File: src/rtl/econet_hdlc_tx.sv
// Econet HDLC bit transmitter: 0x7E flags, LSB-first bytes, zero-bit stuffing, driver enable.
// Define ECONET_TX_ABORT_EN to add the abort port and the eight-ones abort sequence.
module econet_hdlc_tx #(
    parameter int unsigned PREAMBLE_FLAGS = 1,
    parameter int unsigned CLOSING_FLAGS  = 1
) (
    input  logic       econet_clk,
    input  logic       reset,
    input  logic [7:0] tx_byte,
    input  logic       start_frame,
    input  logic       end_frame,
`ifdef ECONET_TX_ABORT_EN
    input  logic       abort,
`endif
    output logic       request_byte,
    output logic       econet_data,
    output logic       transmitting
);

    localparam logic [7:0] FLAG       = 8'h7E;
    localparam logic [3:0] PRE_LAST   = 4'(PREAMBLE_FLAGS - 1);
    localparam logic [3:0] CLOSE_LAST = 4'(CLOSING_FLAGS - 1);

    typedef enum logic [2:0] {
        StIdle,
        StPreamble,
        StData,
        StClose
`ifdef ECONET_TX_ABORT_EN
        ,
        StAbort
`endif
    } state_e;

    state_e      state_q;
    logic [7:0]  shifter_q;
    logic [2:0]  bit_cnt_q;
    logic [3:0]  flag_cnt_q;
    logic [2:0]  ones_cnt_q;
    logic        load_pend_q;

    logic [2:0]  bit_idx_next;
    logic        data_bit_next;
    logic        flag_bit_next;
    logic [2:0]  ones_inc;

    assign bit_idx_next  = bit_cnt_q + 3'd1;
    assign data_bit_next = shifter_q[bit_idx_next];
    assign flag_bit_next = FLAG[bit_idx_next];
    assign ones_inc      = ones_cnt_q + 3'd1;

    // request_byte is delayed one period from the load so it lands on bit1 of the new byte.
    always_ff @(negedge econet_clk or posedge reset) begin
        if (reset) begin
            state_q      <= StIdle;
            econet_data  <= 1'b1;
            transmitting <= 1'b0;
            request_byte <= 1'b0;
            shifter_q    <= '0;
            bit_cnt_q    <= '0;
            flag_cnt_q   <= '0;
            ones_cnt_q   <= '0;
            load_pend_q  <= 1'b0;
        end else begin
            request_byte <= load_pend_q;
            load_pend_q  <= 1'b0;
            unique case (state_q)
                StIdle: begin
                    econet_data  <= 1'b1;
                    transmitting <= 1'b0;
                    if (start_frame) begin
                        state_q      <= StPreamble;
                        econet_data  <= FLAG[0];
                        transmitting <= 1'b1;
                        bit_cnt_q    <= 3'd0;
                        flag_cnt_q   <= 4'd0;
                        ones_cnt_q   <= 3'd0;
                    end
                end
                StPreamble: begin
                    if (bit_cnt_q != 3'd7) begin
                        bit_cnt_q   <= bit_idx_next;
                        econet_data <= flag_bit_next;
                    end else if (flag_cnt_q != PRE_LAST) begin
                        flag_cnt_q  <= flag_cnt_q + 4'd1;
                        bit_cnt_q   <= 3'd0;
                        econet_data <= FLAG[0];
                    end else begin
                        bit_cnt_q   <= 3'd0;
                        load_pend_q <= 1'b1;
                        if (end_frame) begin
                            state_q     <= StClose;
                            flag_cnt_q  <= 4'd0;
                            ones_cnt_q  <= 3'd0;
                            econet_data <= FLAG[0];
                        end else begin
                            state_q     <= StData;
                            shifter_q   <= tx_byte;
                            econet_data <= tx_byte[0];
                            ones_cnt_q  <= {2'b00, tx_byte[0]};
                        end
                    end
                end
                StData: begin
                    if (ones_cnt_q == 3'd5) begin
                        // Stuffed zero: shifter and bit position hold for one period.
                        econet_data <= 1'b0;
                        ones_cnt_q  <= 3'd0;
                    end else if (bit_cnt_q != 3'd7) begin
                        bit_cnt_q   <= bit_idx_next;
                        econet_data <= data_bit_next;
                        ones_cnt_q  <= data_bit_next ? ones_inc : 3'd0;
                    end else begin
                        bit_cnt_q   <= 3'd0;
                        load_pend_q <= 1'b1;
                        if (end_frame) begin
                            state_q     <= StClose;
                            flag_cnt_q  <= 4'd0;
                            ones_cnt_q  <= 3'd0;
                            econet_data <= FLAG[0];
                        end else begin
                            shifter_q   <= tx_byte;
                            econet_data <= tx_byte[0];
                            ones_cnt_q  <= tx_byte[0] ? ones_inc : 3'd0;
                        end
                    end
                end
                StClose: begin
                    if (bit_cnt_q != 3'd7) begin
                        bit_cnt_q   <= bit_idx_next;
                        econet_data <= flag_bit_next;
                    end else if (flag_cnt_q != CLOSE_LAST) begin
                        flag_cnt_q  <= flag_cnt_q + 4'd1;
                        bit_cnt_q   <= 3'd0;
                        econet_data <= FLAG[0];
                    end else begin
                        state_q      <= StIdle;
                        bit_cnt_q    <= 3'd0;
                        econet_data  <= 1'b1;
                        transmitting <= 1'b0;
                    end
                end
`ifdef ECONET_TX_ABORT_EN
                StAbort: begin
                    econet_data <= 1'b1;
                    if (bit_cnt_q != 3'd7) begin
                        bit_cnt_q <= bit_idx_next;
                    end else begin
                        state_q      <= StIdle;
                        bit_cnt_q    <= 3'd0;
                        transmitting <= 1'b0;
                    end
                end
`endif
                default: begin
                    state_q      <= StIdle;
                    econet_data  <= 1'b1;
                    transmitting <= 1'b0;
                end
            endcase
`ifdef ECONET_TX_ABORT_EN
            // Abort overrides whatever the active state scheduled for this edge.
            if (abort && (state_q == StPreamble || state_q == StData || state_q == StClose)) begin
                state_q      <= StAbort;
                econet_data  <= 1'b1;
                transmitting <= 1'b1;
                bit_cnt_q    <= 3'd0;
                ones_cnt_q   <= 3'd0;
                request_byte <= 1'b0;
                load_pend_q  <= 1'b0;
            end
`endif
        end
    end

endmodule

File: config.mk
export PLATFORM = sky130hd
export DESIGN_NAME = econet_hdlc_tx
export DESIGN_NICKNAME = d
export VERILOG_FILES = /design/src/rtl/econet_hdlc_tx.sv
export SDC_FILE = /design/constraint.sdc
export NUM_CORES = 1
export LEC_CHECK = 0
export ABC_CLOCK_PERIOD_IN_PS = 2200
export CORE_AREA = 2 2 56 58
export CTS_BUF_LIST = sky130_fd_sc_hd__clkbuf_8
export CTS_CLUSTER_DIAMETER = 40
export DETAILED_ROUTE_END_ITERATION = 10
export DIE_AREA = 0 0 58 60
export GPL_TIMING_DRIVEN = 0
export PLACE_DENSITY_LB_ADDON = 0.3
export SETUP_SLACK_MARGIN = 0.5
export SLEW_MARGIN = 20
export SYNTH_ARGS = -nofsm -noshare
export SYNTH_HDL_FRONTEND = slang
export SYNTH_SLANG_ARGS = --single-unit
File: constraint.sdc
create_clock -name econet_clk -period 2.2 [get_ports econet_clk]
set_clock_uncertainty 0.15 [all_clocks]
set_input_delay 0.44 -clock econet_clk [delete_from_list [all_inputs] [get_ports econet_clk]]
set_output_delay 0.44 -clock econet_clk [all_outputs]
set_load 0.02 [all_outputs]
==> qor.csv <==
metric,value,unit
floorplan row count,20,
largest area contributor in the netlist,dfrtn_1,
Die Y,60,µm
Overflow after GRT,0,
Area Growth Syn to Fin,47.4,%
"antenna viol nets, final",0,
H-tree Lvls,1,
Fin. Hold Viols,0,
first-pass detailed-route iteration total,4,
Antenna diodes,0,
final worst-path setup slack,-0.443,ns
endpoints failing setup,20,
Avg WL per Cell,17.8,µm
clk buf depth,2,
vias in the first global route,1255,
Place WS,-1.06,ns
max-slew violations,0,
synthesis-stage register bit count,24,
first-pass GRT wire length,5930,µm
maxcap violations,0,
worst setup path start,econet_data,
Die Width,58,µm
worst-path fanout max,1,
dpl cell area,1690,µm²
vias,1298,
Final GP Congestion,0.838,
total power,0.00323,W
share of layout cells above drive strength 1,41.6,%
slowest library cell on the worst path,dfstp_2,
Synth Flop Type,dfrtn_1,
Post-Syn Area,1450,µm²
CP Launch Type,flip-flop,
cells along the critical path,buf_6,
all-layer global routing usage,22.5,%
starting density of the core,49.9,%
core area,2900,µm²
Post-synth EDFFs,0,
cell area after layout,2140,µm²
Pwr Density,1510,nW/µm²
CP arrival,2.05,ns
YS warnings,0,
fin util,73.6,%
Static Leakage,0.942,nW
failing checks,negative setup slack,
worst-skew pair later-pin latency,0.28,ns
Crit path largest cell delay,0.52,ns
Ports,15,
CTS Buf Count,3,
DRT Wirelength,3880,µm
Yosys top cell area share,39.7,%
kind of critical path,reg2out,
antenna violations before repair,0,
min-delay src,load_pend_q,
"FFs w/ async S/R, synth",100,%
"Reg clk slew, reported paths",0.05,ns
CTS tree,built,
1st-iter DRT viols,57,
Top delay family on crit path,flip-flops,
die area,3480,µm²
Buf/Inv on CP,1,
worst hold margin,0.149,ns
Post-DP HPWL,2190,µm
RSZ-0062 raised after global routing,yes,
Worst R2R Start,bit_cnt_q[0],
Worst Path Required,1.61,ns
Hold WC Path Type,reg2reg,
Setup crit end kind,primary output,
Post-Synthesis Cells,145,
Hold Buf Count CTS,0,
largest net degree at the start of global routing,14,
"top cells by area, synth","dfrtn_1 40%, ha_1 11%, mux2_2 7.0%, nand2_1 3.9%, o21ai_0 3.8%",
DRC viols,0,
fin nets,211,
syn_nets,170,
VDD IR max,1.15,mV
clock root buffer,clkbuf_8,
sequential area share after synthesis,41.5,%
worst slew pin tran,0.526,ns
clock sink count,24,
post-synth cell types,37,
Avg Inst Size Synth,9.99,µm²
run status,"complete, but fails checks",
port bufs,14,
Via density,5.95,
relative slew slack,65.0,%
## layout make-up
| cell class | instances | area [µm²] |
|---|---|---|
| inverters | 13 | 57.6 |
| multi-input cells | 105 | 988 |
| clock inverters | 2 | 7.51 |
| repair inverters | 2 | 15.0 |
| repair buffers | 33 | 363 |
| clock buffers | 3 | 41.3 |
| fillers | 176 | 767 |
| flip-flops and latches | 24 | 602 |
| plain buffers | 3 | 20.0 |
| well taps | 33 | 41.3 |
## kinds of logic (layout without fill, tap and decap cells)
group / Yosys count / in the layout / share of synthesized area, %
adder cells (fa/ha/maj): 13 / 13 / 11.2
AO/OA/AOI/OAI: 34 / 34 / 15.8
multiplexers: 15 / 15 / 12.0
buffers and inverters: 17 / 56 / 4.92
flip-flops: 24 / 24 / 41.5
AND/OR/NAND/NOR: 42 / 43 / 14.5
## flip-flops by register name (all words and copies together), names as in the netlist
name and cells:
bit_cnt_q 3, ones_cnt_q 3, load_pend_q 1, shifter_q 8, request_byte 1, state_q 2, transmitting 1, flag_cnt_q 4
econet_data 1
## where the power goes
group          total, W  internal [W]  switching, W
combinational   0.00219       0.00107       0.00111
sequential     0.000760      0.000628      0.000133
clock          0.000279      0.000128      0.000151
## cells in the final DEF, fill, tap and decap left out, drive strengths merged, types with 4 or more instances in the layout
cell type / n
a21oi: 4
buf: 26
clkbuf: 5
clkdlybuf4s50: 7
dfrtn: 23
ha: 13
inv: 14
mux2: 9
mux2i: 5
nand2: 15
nand3: 7
nor2: 6
nor2b: 4
o21ai: 11
## routing by layer
layer,track usage (%),vias to the layer above,share of wire [%]
met1,27.4,662,43
met4,6.31,0,0.72
li1,-,598,-
met2,40.3,33,52
met5,0,-,0
met3,4.98,5,3.5
## synthesized netlist by cell type (3+ instances only)
| master | instances |
|---|---|
| and3_1 | 3 |
| a21oi_1 | 4 |
| nand3_1 | 6 |
| ha_1 | 13 |
| a21o_1 | 3 |
| o21ai_0 | 11 |
| dfrtn_1 | 23 |
| nor2_1 | 6 |
| mux2_2 | 9 |
| nor2b_1 | 4 |
| mux2i_1 | 5 |
| nand2_1 | 15 |
| inv_1 | 14 |
## repair_timing
| item | 4_1_cts | 5_1_grt |
|---|---|---|
| resized for setup | 77 | 18 |
| gates cloned | 3 | 0 |
| buffers inserted | 12 | 7 |
| pin swaps | 15 | 13 |
| setup endpoints to repair | 49 | 25 |
## worst paths after layout
kind / slack, ns / endpoint / depth (start not counted)
setup / recovery: -0.44 / econet_data / 1
hold / removal: 0.15 / request_byte / 0
setup reg to reg: -0.13 / ones_cnt_q[2] / 6
hold reg to reg: 0.15 / request_byte / 0
max in group asynchronous: 0.56 / econet_data / 2
min in group asynchronous: 1.08 / flag_cnt_q[3] / 2
## metrics by stage
stage,setup TNS (ns),cells
global placement,-23.11,192
floorplan,-4.07,145
finish,-2.65,218
CTS,-2.28,211
detailed placement,-24.02,192
global route,-3.23,218
(Power assumes the default switching activity.)
